## config.mk

```make
export PLATFORM = sky130hd
export DESIGN_NAME = pipe_stage_reg
export DESIGN_NICKNAME = d
export VERILOG_FILES = /design/src/rtl/pipe_stage_reg.sv
export SDC_FILE = /design/constraint.sdc
export NUM_CORES = 1
export LEC_CHECK = 0
export BUFFER_PORTS_ARGS = -buffer_cell sky130_fd_sc_hd__clkbuf_2
export CAP_MARGIN = 30
export CORE_ASPECT_RATIO = 1.25
export CORE_MARGIN = 1
export CORE_UTILIZATION = 54
export DETAILED_ROUTE_END_ITERATION = 10
export PLACE_DENSITY_LB_ADDON = 0.15
export SLEW_MARGIN = 30
export SYNTH_ARGS = -nofsm -noshare
export SYNTH_HDL_FRONTEND = slang
export SYNTH_SLANG_ARGS = --single-unit
```

## constraint.sdc

```tcl
create_clock -name clk_i -period 2.75 [get_ports clk_i]
set_input_delay 0.275 -clock clk_i [delete_from_list [all_inputs] [get_ports clk_i]]
set_output_delay 0.275 -clock clk_i [all_outputs]
set_load 0.05 [all_outputs]
```

## src/rtl/pipe_stage_reg.sv

```systemverilog
// pipe_stage_reg: reusable pipeline-stage register with valid/ready handshake.
// Carries a control bundle (zeroed whenever its entry is not valid) and a data
// bundle (held across bubbles). With SKID=1 a second entry absorbs one
// in-flight input so that in_ready_o comes straight from a flop.
module pipe_stage_reg #(
  parameter int DATA_W = 128,
  parameter int CTRL_W = 8,
  parameter int SKID   = 1
) (
  input  logic              clk_i,
  input  logic              rst_i,
  input  logic              start_i,
  input  logic              flush_i,
  input  logic              in_valid_i,
  output logic              in_ready_o,
  input  logic [CTRL_W-1:0] ctrl_i,
  input  logic [DATA_W-1:0] data_i,
  output logic              out_valid_o,
  input  logic              out_ready_i,
  output logic [CTRL_W-1:0] ctrl_o,
  output logic [DATA_W-1:0] data_o,
  output logic [1:0]        occ_o
);

  // Main register drives the outputs; skid register holds the second entry.
  logic              main_valid_reg, main_valid_next;
  logic [CTRL_W-1:0] main_ctrl_reg,  main_ctrl_next;
  logic [DATA_W-1:0] main_data_reg,  main_data_next;
  logic              skid_valid_reg, skid_valid_next;
  logic [CTRL_W-1:0] skid_ctrl_reg,  skid_ctrl_next;
  logic [DATA_W-1:0] skid_data_reg,  skid_data_next;

  logic accept;
  logic deliver;
  logic drop;

  assign accept  = in_valid_i & in_ready_o;
  assign deliver = main_valid_reg & out_ready_i;
  // Stopping the CPU behaves exactly like a continuous flush.
  assign drop    = flush_i | ~start_i;

  // Next-state for EMPTY / FULL / SKID occupancy; ctrl is zeroed on every invalidation.
  always_comb begin
    main_valid_next = main_valid_reg;
    main_ctrl_next  = main_ctrl_reg;
    main_data_next  = main_data_reg;
    skid_valid_next = skid_valid_reg;
    skid_ctrl_next  = skid_ctrl_reg;
    skid_data_next  = skid_data_reg;
    if (drop) begin
      // Data registers deliberately keep their contents to avoid toggling.
      main_valid_next = 1'b0;
      main_ctrl_next  = '0;
      skid_valid_next = 1'b0;
      skid_ctrl_next  = '0;
    end else if (!main_valid_reg) begin
      if (accept) begin
        main_valid_next = 1'b1;
        main_ctrl_next  = ctrl_i;
        main_data_next  = data_i;
      end
    end else if (!skid_valid_reg) begin
      if (accept && deliver) begin
        main_ctrl_next = ctrl_i;
        main_data_next = data_i;
      end else if (accept && (SKID != 0)) begin
        skid_valid_next = 1'b1;
        skid_ctrl_next  = ctrl_i;
        skid_data_next  = data_i;
      end else if (deliver) begin
        main_valid_next = 1'b0;
        main_ctrl_next  = '0;
      end
    end else begin
      // Both entries held: in_ready_o is low, so only draining can happen.
      if (deliver) begin
        main_ctrl_next  = skid_ctrl_reg;
        main_data_next  = skid_data_reg;
        skid_valid_next = 1'b0;
        skid_ctrl_next  = '0;
      end
    end
  end

  // Entry registers; reset clears everything including data.
  always_ff @(posedge clk_i) begin
    if (rst_i) begin
      main_valid_reg <= 1'b0;
      main_ctrl_reg  <= '0;
      main_data_reg  <= '0;
      skid_valid_reg <= 1'b0;
      skid_ctrl_reg  <= '0;
      skid_data_reg  <= '0;
    end else begin
      main_valid_reg <= main_valid_next;
      main_ctrl_reg  <= main_ctrl_next;
      main_data_reg  <= main_data_next;
      skid_valid_reg <= skid_valid_next;
      skid_ctrl_reg  <= skid_ctrl_next;
      skid_data_reg  <= skid_data_next;
    end
  end

  generate
    if (SKID != 0) begin : g_skid
      logic ready_reg;

      // Ready is a flop copy of "next state is not SKID"; reset and stop still force it low.
      always_ff @(posedge clk_i) begin
        if (rst_i) begin
          ready_reg <= 1'b0;
        end else begin
          ready_reg <= ~skid_valid_next;
        end
      end

      assign in_ready_o = ready_reg & start_i & ~rst_i;
    end else begin : g_noskid
      // Single entry: can take a new item when empty or when the held one leaves now.
      assign in_ready_o = ~rst_i & start_i & (~main_valid_reg | out_ready_i);
    end
  endgenerate

  assign out_valid_o = main_valid_reg;
  assign ctrl_o      = main_ctrl_reg;
  assign data_o      = main_data_reg;
  assign occ_o       = {1'b0, main_valid_reg} + {1'b0, skid_valid_reg};

  // Structural invariants of the stage.
  a_ctrl_needs_valid : assert property (@(posedge clk_i) disable iff (rst_i)
    (ctrl_o != '0) |-> out_valid_o);
  a_occ_bound : assert property (@(posedge clk_i) disable iff (rst_i)
    occ_o <= 2'(1 + SKID));
  a_full_not_ready : assert property (@(posedge clk_i) disable iff (rst_i)
    (occ_o == 2'd2) |-> !in_ready_o);

endmodule

```

==> results of run 1 <==
worst max-delay path: stages, from the launching register on:
cell,delay [ns]
dfxtp_1,0.54
clkinv_1,0.16
ha_1,0.23
inv_1,0.07
o211a_4,0.27
buf_12,0.49
nor3_1,0.15
a211oi_2,0.26
power breakdown:
part	switching [uW]	leakage [uW]	internal [uW]
sequential	18.2	0.00222	4020
combinational	403	0.00407	300
clock	1530	0.000448	2150
total	1960	0.00673	6460
layout by cell type, fill, tap and decap left out, types with 3 or more instances in the layout:
cell | netlist | layout
a22oi_1 | 8 | 8
mux2i_1 | 136 | 136
clkbuf_1 | 78 | 8
buf_4 | 3 | 7
clkbuf_16 | 0 | 29
buf_12 | 0 | 10
nand2_1 | 268 | 267
nor3_1 | 130 | 130
nor2_1 | 5 | 5
inv_1 | 3 | 3
a211oi_2 | 120 | 120
clkbuf_8 | 0 | 8
dfxtp_1 | 275 | 275
clkbuf_2 | 0 | 280
dlygate4sd3_1 | 0 | 125
o31ai_1 | 8 | 8
a211oi_1 | 8 | 8
clkinv_2 | 0 | 5
a21oi_1 | 138 | 138
nand3_1 | 8 | 8
final cells by class:
class | instances | share of cell area
multi-input cells | 848 | 0.3681
flip-flops and latches | 275 | 0.3589
repair buffers | 423 | 0.1904
clock buffers | 45 | 0.05644
well taps | 274 | 0.02235
clock inverters | 7 | 0.002692
inverters | 4 | 0.0009788
diodes | 1 | 0.0001631
logic make-up (layout without fill, tap and decap cells):
logic type,Yosys count,after routing
AND/OR/NAND/NOR,423,423
buffers and inverters,125,479
other,0,1
adder cells (fa/ha/maj),2,2
flip-flops,275,275
AO/OA/AOI/OAI,286,286
multiplexers,137,137
worst max-delay path by stage:
stage,startpoint,end,slack [ns],cells after the start
6_report,skid_valid_reg$_SDFF_PP0_,data_o[127]$_SDFFE_PP0P_,0.43,7
5_1_grt,skid_valid_reg$_SDFF_PP0_,data_o[127]$_SDFFE_PP0P_,0.29,7
4_1_cts,skid_valid_reg$_SDFF_PP0_,data_o[100]$_SDFFE_PP0P_,0.52,7
3_5_place_dp,rst_i,data_o[19]$_SDFFE_PP0P_,0.49,6
3_3_place_gp,rst_i,data_o[25]$_SDFFE_PP0P_,0.53,6
2_1_floorplan,out_valid_o$_SDFF_PP0_,ctrl_o[0]$_SDFFE_PP0P_,0.35,6
stage by stage:
step	cells	worst slack [ns]	utilization
3_5_place_dp	1699	0.4899	0.6264
3_3_place_gp	1699	0.5330	0.6264
6_report	1877	0.4285	0.7291
4_1_cts	1876	0.5195	0.7290
2_1_floorplan	1248	0.3505	-
5_1_grt	1877	0.2913	0.7291
layer usage:
layer,global-route usage,share of wire
met2,0.4695,0.49
met4,0.1314,0.041
met1,0.3295,0.40
met3,0.06240,0.066
met5,0,0
==> metrics.csv, run 1 <==
metric,value,unit
layout cells sized above 1,0.2940,
fin area,15340,um2
Layout fillers,1530,
Worst EP required,3.18,ns
fin crit period,2.322,ns
All-Layer GR Usage,0.2772,
gp weighted congestion,0.7784,
Routed Antenna Nets,0,
setup bufs post-CTS,0,
DRT Pass-1 Iters,5,
Worst-Margin Slew,0.9146,ns
Die W,133.8,um
ys flop type,dfxtp_1,
Vias/cell,5.582,
Synth area leaders,"dfxtp_1, a211oi_2, mux2i_1, nand2_1, a21oi_1",
Hold Fails Final Rpt,0,
complex-gate fraction of the synthesized area,0.2062,
final wirelength,31.88,mm
vias in the first global route,10600,
CORE AREA,21040,um2
number of unique standard cell types used by synthesis,34,
post-DR wirelength/cell,16.98,um
Rows,59,
crit-path max FO,117,
total of max-cap violations,0,
Post-Synth Simple-Gate Area,0.1534,
clock latency on the worst-skew pair,0.53,ns
post-synthesis mux area share,0.1173,
first-pass GRT wire length,51.41,mm
"Clk pin slew, worst setup/hold paths",0.06,ns
CTS root buf,clkbuf_16,
P&R area growth vs syn,30.76,%
ys async rst share,0,
Setup TNS,0,ns
CP Class,reg2reg,
HPWL after DPL,17.95,mm
area taken by multi-input logic gates,5647,um2
gr ovfl total,0,
Setup Viol. Count Final,0,
Post-synth top cells,"dfxtp_1, nand2_1, a21oi_1",
P_leak,0.006735,uW
Hold Path Sink,skid_ctrl_reg[5]$_SDFFE_PP0P_,
DR vias,10480,
Synth area leader,dfxtp_1,
Synth Area in XOR/XNOR,0,
H-Tree Depth,1,
Crit. End Element,register,
sequential area share after synthesis,0.4693,
Clock Skew,0.009339,ns
nets,1724,
Final Cycle Share,0.8442,
syn_nets,1392,
WHS,0.01417,ns
Reg2Reg Depth,7,
Iteration-0 DRC Markers,527,
Critical Path AT,2.75,ns
Hold WC Path Type,in2reg,
placed instance area,13180,um2
Sink Count,275,
Mapped Avg Cell Area,9.400,um2
Peak VDD IR,0.0005402,V
clock buffer depth,3,
die area,22320,um2
Synth Cell Area,11730,um2
Pwr Total,8420,uW
Post-synth EDFFs,0,
reg-to-reg startpoint,skid_valid_reg$_SDFF_PP0_,
Yosys Warn Count,0,
synthesized flop and latch total,275,
PwrDens,548.9,nW/um2
RSZ-0062 raised after global routing,no,
post-CTS sizing,0,
max-slew violation count,0,
Mapped Cells,1248,
drt drc,0,
Hold Path Stages,3,
top cell type's share of synthesized area,0.4693,
CTS tree,done,
Worst R2R End,data_o[127]$_SDFFE_PP0P_,
adder-cell share of the synthesized area,0.002133,
R2R Setup Slk,0.43,ns
"count leader, synth",dfxtp_1,
clock buffer count from CTS,28,
status,finished clean,
antenna violations before repair,1,
FF/Latch Area,5505,um2
f_max,0.4308,GHz
startpoint types,register,
cts hold-fix bufs,125,
largest family of logic cells by synthesized area,compound AO/OA/AOI/OAI gates,
Die H,166.8,um
I/O Buffers,281,
IO Pins,282,
largest net degree at the start of global routing,156,
Hold Path Origin,ctrl_i[5],
initial core utilization,0.5576,
max_slew headroom,0.3903,
Power figures use the tool's default switching activity.
==> inputs of run 2 (changes only) <==
--- a/config.mk
+++ b/config.mk
@@ -5,11 +5,12 @@
 export SDC_FILE = /design/constraint.sdc
 export NUM_CORES = 1
 export LEC_CHECK = 0
+export ABC_AREA = 1
 export BUFFER_PORTS_ARGS = -buffer_cell sky130_fd_sc_hd__clkbuf_2
 export CAP_MARGIN = 30
 export CORE_ASPECT_RATIO = 1.25
 export CORE_MARGIN = 1
-export CORE_UTILIZATION = 54
+export CORE_UTILIZATION = 50
 export DETAILED_ROUTE_END_ITERATION = 10
 export PLACE_DENSITY_LB_ADDON = 0.15
 export SLEW_MARGIN = 30
==> constraint.sdc (replaced) <==
create_clock -name clk_i -period 2.1 [get_ports clk_i]
set_input_delay 0.21 -clock clk_i [delete_from_list [all_inputs] [get_ports clk_i]]
set_output_delay 0.21 -clock clk_i [all_outputs]
set_load 0.05 [all_outputs]
==> metrics.csv, run 2 <==
metric,value,unit,change
Worst EP required,2.52,ns,was 3.18 ns
Synth Cell Area,13150,um2,was 11730 um2
Sink Count,275,,unchanged
CP startpoint,out_valid_o$_SDFF_PP0_,,was skid_valid_reg$_SDFF_PP0_
CTS root buf,clkbuf_16,,unchanged
"count leader, synth",nand2_1,,was dfxtp_1
Critical-path top delay cell,dfxtp_2,,was dfxtp_1
CTS tree,done,,unchanged
Yosys Warn Count,0,,unchanged
most frequent CP cell,nand2_1,,
Post-Synth Simple-Gate Area,0.3925,,was 0.1534
H-Tree Depth,1,,unchanged
ys flop type,dfxtp_1,,unchanged
Clock Skew,0.01371,ns,was 0.009339 ns
All-Layer GR Usage,0.2586,,was 0.2772
reg-to-reg startpoint,out_valid_o$_SDFF_PP0_,,was skid_valid_reg$_SDFF_PP0_
Vias/cell,4.834,,was 5.582
Post-synth EDFFs,0,,unchanged
clock buffer count from CTS,29,,was 28
post-DR wirelength/cell,12.61,um,was 16.98 um
CP Class,reg2reg,,unchanged
Setup Viol. Count Final,0,,unchanged
syn_nets,2268,,was 1392
first-pass GRT wire length,58.69,mm,was 51.41 mm
CORE AREA,25930,um2,was 21040 um2
ys async rst share,0,,unchanged
area taken by multi-input logic gates,5934,um2,was 5647 um2
Post-synth top cells,"nand2_1, nor2_1, inv_1",,"was dfxtp_1, nand2_1, a21oi_1"
ant diodes,0,,was 1
Final Cycle Share,0.9185,,was 0.8442
startpoint types,register,,unchanged
Rows,66,,was 59
Pwr Total,11210,uW,was 8420 uW
Crit path depth,8,,was 7
CP peak stage delay,0.41,ns,was 0.54 ns
synthesized flop and latch total,275,,unchanged
WHS,0.04786,ns,was 0.01417 ns
Crit. End Element,register,,unchanged
sequential area share after synthesis,0.4187,,was 0.4693
DRT Pass-1 Iters,5,,unchanged
final wirelength,35.33,mm,was 31.88 mm
crit-path max FO,128,,was 117
Routed Antenna Nets,0,,unchanged
nets,2590,,was 1724
fin area,16960,um2,was 15340 um2
IO Pins,282,,unchanged
PwrDens,660.9,nW/um2,was 548.9 nW/um2
Iteration-0 DRC Markers,848,,was 527
adder-cell share of the synthesized area,0.001903,,was 0.002133
I/O Buffers,281,,unchanged
top cell type's share of synthesized area,0.4187,,was 0.4693
Hold Fails Final Rpt,0,,unchanged
complex-gate fraction of the synthesized area,0.05415,,was 0.2062
clock latency on the worst-skew pair,0.54,ns,was 0.53 ns
status,finished clean,,unchanged
drt drc,0,,unchanged
total of max-cap violations,0,,unchanged
P&R area growth vs syn,29.00,%,was 30.76%
DR vias,13540,,was 10480
RSZ-0062 raised after global routing,no,,unchanged
Setup TNS,0,ns,unchanged
Hold Path Origin,ctrl_i[7],,was ctrl_i[5]
layout cells sized above 1,0.1478,,was 0.2940
Worst-Margin Slew,0.6606,ns,was 0.9146 ns
die area,26950,um2,was 22320 um2
vias in the first global route,12530,,was 10600
HPWL after DPL,21.23,mm,was 17.95 mm
Mapped Avg Cell Area,6.190,um2,was 9.400 um2
placed instance area,14750,um2,was 13180 um2
Layout fillers,2354,,was 1530
max_slew headroom,0.5596,,was 0.3903
Reg2Reg Depth,8,,was 7
largest net degree at the start of global routing,132,,was 156
post-synthesis mux area share,0,,was 0.1173
largest family of logic cells by synthesized area,simple AND/OR/NAND/NOR gates,,was compound AO/OA/AOI/OAI gates
Hold Path Stages,5,,was 3
clock buffer depth,3,,unchanged
WP buf/inv,2,,was 3
Hold WC Path Type,in2reg,,unchanged
gp weighted congestion,0.8594,,was 0.7784
antenna violations before repair,0,,was 1
Critical Path AT,2.35,ns,was 2.75 ns
FF/Latch Area,5507,um2,was 5505 um2
Synth area leader,dfxtp_1,,unchanged
Synth area leaders,"dfxtp_1, nand2_1, nor2_1, inv_1, nand4_1",,"was dfxtp_1, a211oi_2, mux2i_1, nand2_1, a21oi_1"
Die H,183.3,um,was 166.8 um
gr ovfl total,0,,unchanged
max-slew violation count,0,,unchanged
P_leak,0.009143,uW,was 0.006735 uW
initial core utilization,0.5070,,was 0.5576
Synth Area in XOR/XNOR,0,,unchanged
"commonest non-fill, non-tap cells in the layout","nand2_1, nor2_1, clkbuf_2, inv_1, dfxtp_1",,"was clkbuf_2, dfxtp_1, nand2_1, a21oi_1, mux2i_1"
f_max,0.5185,GHz,was 0.4308 GHz
"Clk pin slew, worst setup/hold paths",0.06,ns,about the same
Die W,147.0,um,was 133.8 um
number of unique standard cell types used by synthesis,20,,was 34
"most common cell after layout, fill and taps aside",nand2_1,,was clkbuf_2
fin crit period,1.929,ns,was 2.322 ns
cell family with most CP delay,simple AND/OR/NAND/NOR gates,,was buffers and inverters
Peak VDD IR,0.0006678,V,was 0.0005402 V
critical-path cell list,nand2_1 > inv_1 > nand3_2 > nand2_4 > buf_16 > nand4_1 > nand2_1 > nor2_1,,was clkinv_1 > ha_1 > inv_1 > o211a_4 > buf_12 > nor3_1 > a211oi_2
Mapped Cells,2124,,was 1248
run 2: cell families (layout without fill, tap and decap cells):
| family | count (synthesis) | in the layout |
|---|---|---|
| flip-flops | 275 | 275 |
| adder cells (fa/ha/maj) | 2 | 2 |
| AO/OA/AOI/OAI | 141 | 141 |
| buffers and inverters | 425 | 763 |
| AND/OR/NAND/NOR | 1281 | 1281 |
run 2: repair_timing:
action | CTS | global route
endpoints found under the hold margin | 130 | 0
setup endpoints to repair | 0 | 27
hold buffers | 129 | 0
gates resized for setup | 0 | 3
buffers inserted | 0 | 1
run 2: worst paths after layout:
path                             end  slack [ns]
max          data_o[10]$_SDFFE_PP0P_        0.17
min           ctrl_o[7]$_SDFFE_PP0P_        0.05
max reg2reg  data_o[10]$_SDFFE_PP0P_        0.17
min reg2reg  data_o[30]$_SDFFE_PP0P_        0.48
run 2: power breakdown:
group / internal (uW) / leakage [uW] / switching, uW
sequential: 5260 / 0.00222 / 23.9
combinational: 442 / 0.00648 / 627
clock: 2810 / 0.000446 / 2040
run 2: metal layers:
layer  vias up  wire (um)  global-route usage
li1       7052          -                   -
met1      6072      14820              0.3058
met2       352      17270              0.4670
met3        68       2277             0.04876
met4         0        966             0.08330
met5         -          0                   0
run 2: tightest hold or removal path: stages:
cell	delay [ns]
clkbuf_2	0.10
nand2_1	0.05
nand2_1	0.06
nor2_1	0.05
nor2_1	0.08
run 2: metrics by stage:
stage | setup slack (ns) | util | std cells
2_1_floorplan | 0.07418 | - | 2124
3_3_place_gp | 0.2242 | 0.5676 | 2624
3_5_place_dp | 0.1454 | 0.5687 | 2625
4_1_cts | 0.1275 | 0.6528 | 2801
5_1_grt | 0.08871 | 0.6541 | 2802
6_report | 0.1712 | 0.6541 | 2802
run 2: layout make-up:
class                           instances  area share
Multi-Input combinational cell       1424      0.3499
Sequential cell                       275      0.3247
Timing Repair Buffer                  438      0.1859
Inverter                              278     0.06197
Clock buffer                           42     0.05098
Tap cell                              340     0.02508
Clock inverter                          5    0.001475
==> inputs of run 3 (changes only) <==
--- a/config.mk
+++ b/config.mk
@@ -10,7 +10,7 @@
 export CAP_MARGIN = 30
 export CORE_ASPECT_RATIO = 1.25
 export CORE_MARGIN = 1
-export CORE_UTILIZATION = 50
+export CORE_UTILIZATION = 46
 export DETAILED_ROUTE_END_ITERATION = 10
 export PLACE_DENSITY_LB_ADDON = 0.15
 export SLEW_MARGIN = 30
==> constraint.sdc (replaced) <==
create_clock -name clk_i -period 2.1 [get_ports clk_i]
set_input_delay 0.21 -clock clk_i [delete_from_list [all_inputs] [get_ports clk_i]]
set_output_delay 0.21 -clock clk_i [all_outputs]
set_load 0.02 [all_outputs]
==> metrics.csv, run 3 (synthesized netlist as in run 2, its figures left out) <==
metric,value,unit,change
fin area,17180,um2,was 16960 um2
antenna violations before repair,1,,was 0
H-Tree Depth,1,,unchanged
GRT met1 Usage,0.2889,,was 0.3058
Final Cycle Share,0.9186,,was 0.9185
fin crit period,1.929,ns,about the same
Hold Path Origin,ctrl_i[7],,unchanged
GRT busiest layer,met2,,unchanged
startpoint types,register,,unchanged
"most common cell after layout, fill and taps aside",nand2_1,,unchanged
post-CTS sizing,0,,unchanged
Worst EP required,1.89,ns,was 2.52 ns
Setup crit end,occ_o[0],,was data_o[10]$_SDFFE_PP0P_
clock buffer depth,3,,unchanged
gr ovfl total,0,,unchanged
CP Class,reg2out,,was reg2reg
max_slew headroom,0.5152,,was 0.5596
Die W,153.2,um,was 147.0 um
DR vias,13540,,about the same
CTS root buf,clkbuf_16,,unchanged
Setup Viol. Count Final,0,,unchanged
switch share,0.2271,,was 0.2406
WHS,0.04515,ns,was 0.04786 ns
max-slew violation count,0,,unchanged
met3 Track Usage GR,0.03854,,was 0.04876
I/O Buffers,281,,unchanged
register share of total power,0.444,,was 0.471
final wirelength,35.78,mm,was 35.33 mm
Setup TNS,0,ns,unchanged
All-Layer GR Usage,0.2411,,was 0.2586
vias in the first global route,12420,,was 12530
reg-to-reg startpoint,out_valid_o$_SDFF_PP0_,,unchanged
largest net degree at the start of global routing,224,,was 132
P_leak,0.009252,uW,was 0.009143 uW
Rows,68,,was 66
layout cells sized above 1,0.1502,,was 0.1478
die area,29270,um2,was 26950 um2
Sink Count,275,,unchanged
Worst R2R End,ctrl_o[5]$_SDFFE_PP0P_,,was data_o[10]$_SDFFE_PP0P_
Reg2Reg Depth,5,,was 8
P&R area growth vs syn,30.70,%,was 29.00%
CORE AREA,27820,um2,was 25930 um2
R2R Setup Slk,0.19,ns,was 0.17 ns
f_max,0.5184,GHz,was 0.5185 GHz
Crit. End Element,primary output,,was register
placed instance area,14800,um2,was 14750 um2
total of max-cap violations,0,,unchanged
GR Util met2,0.4345,,was 0.4670
first-pass GRT wire length,58.86,mm,was 58.69 mm
nets,2598,,was 2590
initial core utilization,0.4726,,was 0.5070
Switch Pwr,2700,uW,was 2696 uW
Peak VDD IR,0.0006094,V,was 0.0006678 V
CP startpoint,skid_valid_reg$_SDFF_PP0_,,was out_valid_o$_SDFF_PP0_
post-DR wirelength/cell,12.65,um,was 12.61 um
Pint,9186,uW,was 8512 uW
Hold WC Path Type,in2reg,,unchanged
Worst-Margin Slew,0.7272,ns,was 0.6606 ns
"commonest non-fill, non-tap cells in the layout","nand2_1, nor2_1, clkbuf_2, inv_1, dfxtp_1",,unchanged
CTS tree,done,,unchanged
gp weighted congestion,0.8476,,was 0.8594
status,finished clean,,unchanged
Critical Path AT,1.72,ns,was 2.35 ns
Final Util,0.6176,,was 0.6541
clock latency on the worst-skew pair,0.54,ns,about the same
Layout fillers,2584,,was 2354
drt drc,0,,unchanged
DRT Pass-1 Iters,5,,unchanged
combinational fraction of design power,0.083,,was 0.095
RSZ-0062 raised after global routing,no,,unchanged
IO Pins,282,,unchanged
"Clk pin slew, worst setup/hold paths",0.06,ns,about the same
Clk network pwr share,0.473,,was 0.433
clock buffer count from CTS,30,,was 29
Routed Antenna Nets,0,,unchanged
crit-path max FO,8,,was 128
Hold Fails Final Rpt,0,,unchanged
Iteration-0 DRC Markers,848,,unchanged
PwrDens,691.6,nW/um2,was 660.9 nW/um2
Die H,191.0,um,was 183.3 um
Clock Skew,0.009607,ns,was 0.01371 ns
Vias/cell,4.787,,was 4.834
HPWL after DPL,21.88,mm,was 21.23 mm
[run 3: how the worst min path moves through the flow]
| stage | to | slack [ns] | depth (start not counted) |
|---|---|---|---|
| after floorplan | g_skid.ready_reg$_SDFF_PP0_ | 0.28 | 1 |
| after global placement | skid_data_reg[110]$_SDFFE_PP0P_ | 0.45 | 3 |
| after detailed placement | skid_data_reg[97]$_SDFFE_PP0P_ | 0.46 | 3 |
| after CTS | skid_ctrl_reg[7]$_SDFFE_PP0P_ | 0.03 | 5 |
| after global routing | ctrl_o[3]$_SDFFE_PP0P_ | 0.07 | 5 |
| final | skid_ctrl_reg[7]$_SDFFE_PP0P_ | 0.05 | 5 |
[run 3: through the flow]
stage	cells	worst slack, ns	total power, uW
2_1_floorplan	2124	0.2822	5843
5_1_grt	2828	0.02975	12300
4_1_cts	2826	0.1993	11990
3_3_place_gp	2642	0.2906	6163
6_report	2828	0.1708	11890
3_5_place_dp	2642	0.2236	6171
[run 3: cell type report]
type,instances,area [um2],share of cell area
diodes,1,2.502,0.0001456
repair buffers,445,3193,0.1858
clock buffers,45,878.3,0.05111
multi-input cells,1424,5932,0.3452
inverters,278,1051,0.06116
well taps,350,437.9,0.02548
clock inverters,10,183.9,0.01070
flip-flops and latches,275,5505,0.3204
[run 3: power groups by stage]
| stage | Clock (uW) | Sequential, uW | Combinational [uW] |
|---|---|---|---|
| detailed placement | 0 | 5400 | 774 |
| global route | 5930 | 5280 | 1090 |
| finish | 5620 | 5280 | 981 |
| global placement | 0 | 5400 | 767 |
| floorplan | 0 | 5440 | 404 |
| CTS | 5740 | 5280 | 973 |
[run 3: routing by layer]
layer	vias to the layer above	wire, um
li1	7074	-
met1	6045	15490
met2	350	17200
met3	69	1981
met4	0	1112
met5	-	0
[run 3: critical path, stage by stage, from the launching register on]
cell	delay (ns)
dfxtp_1	0.38
buf_4	0.20
inv_1	0.08
ha_1	0.28
inv_1	0.07
clkbuf_2	0.17
[run 3: timing repair]
| action | in CTS | in global routing |
|---|---|---|
| setup buffers | 0 | 0 |
| hold buffers | 129 | 0 |
| setup endpoints to repair | 0 | 0 |
| endpoints found under the hold margin | 130 | 0 |
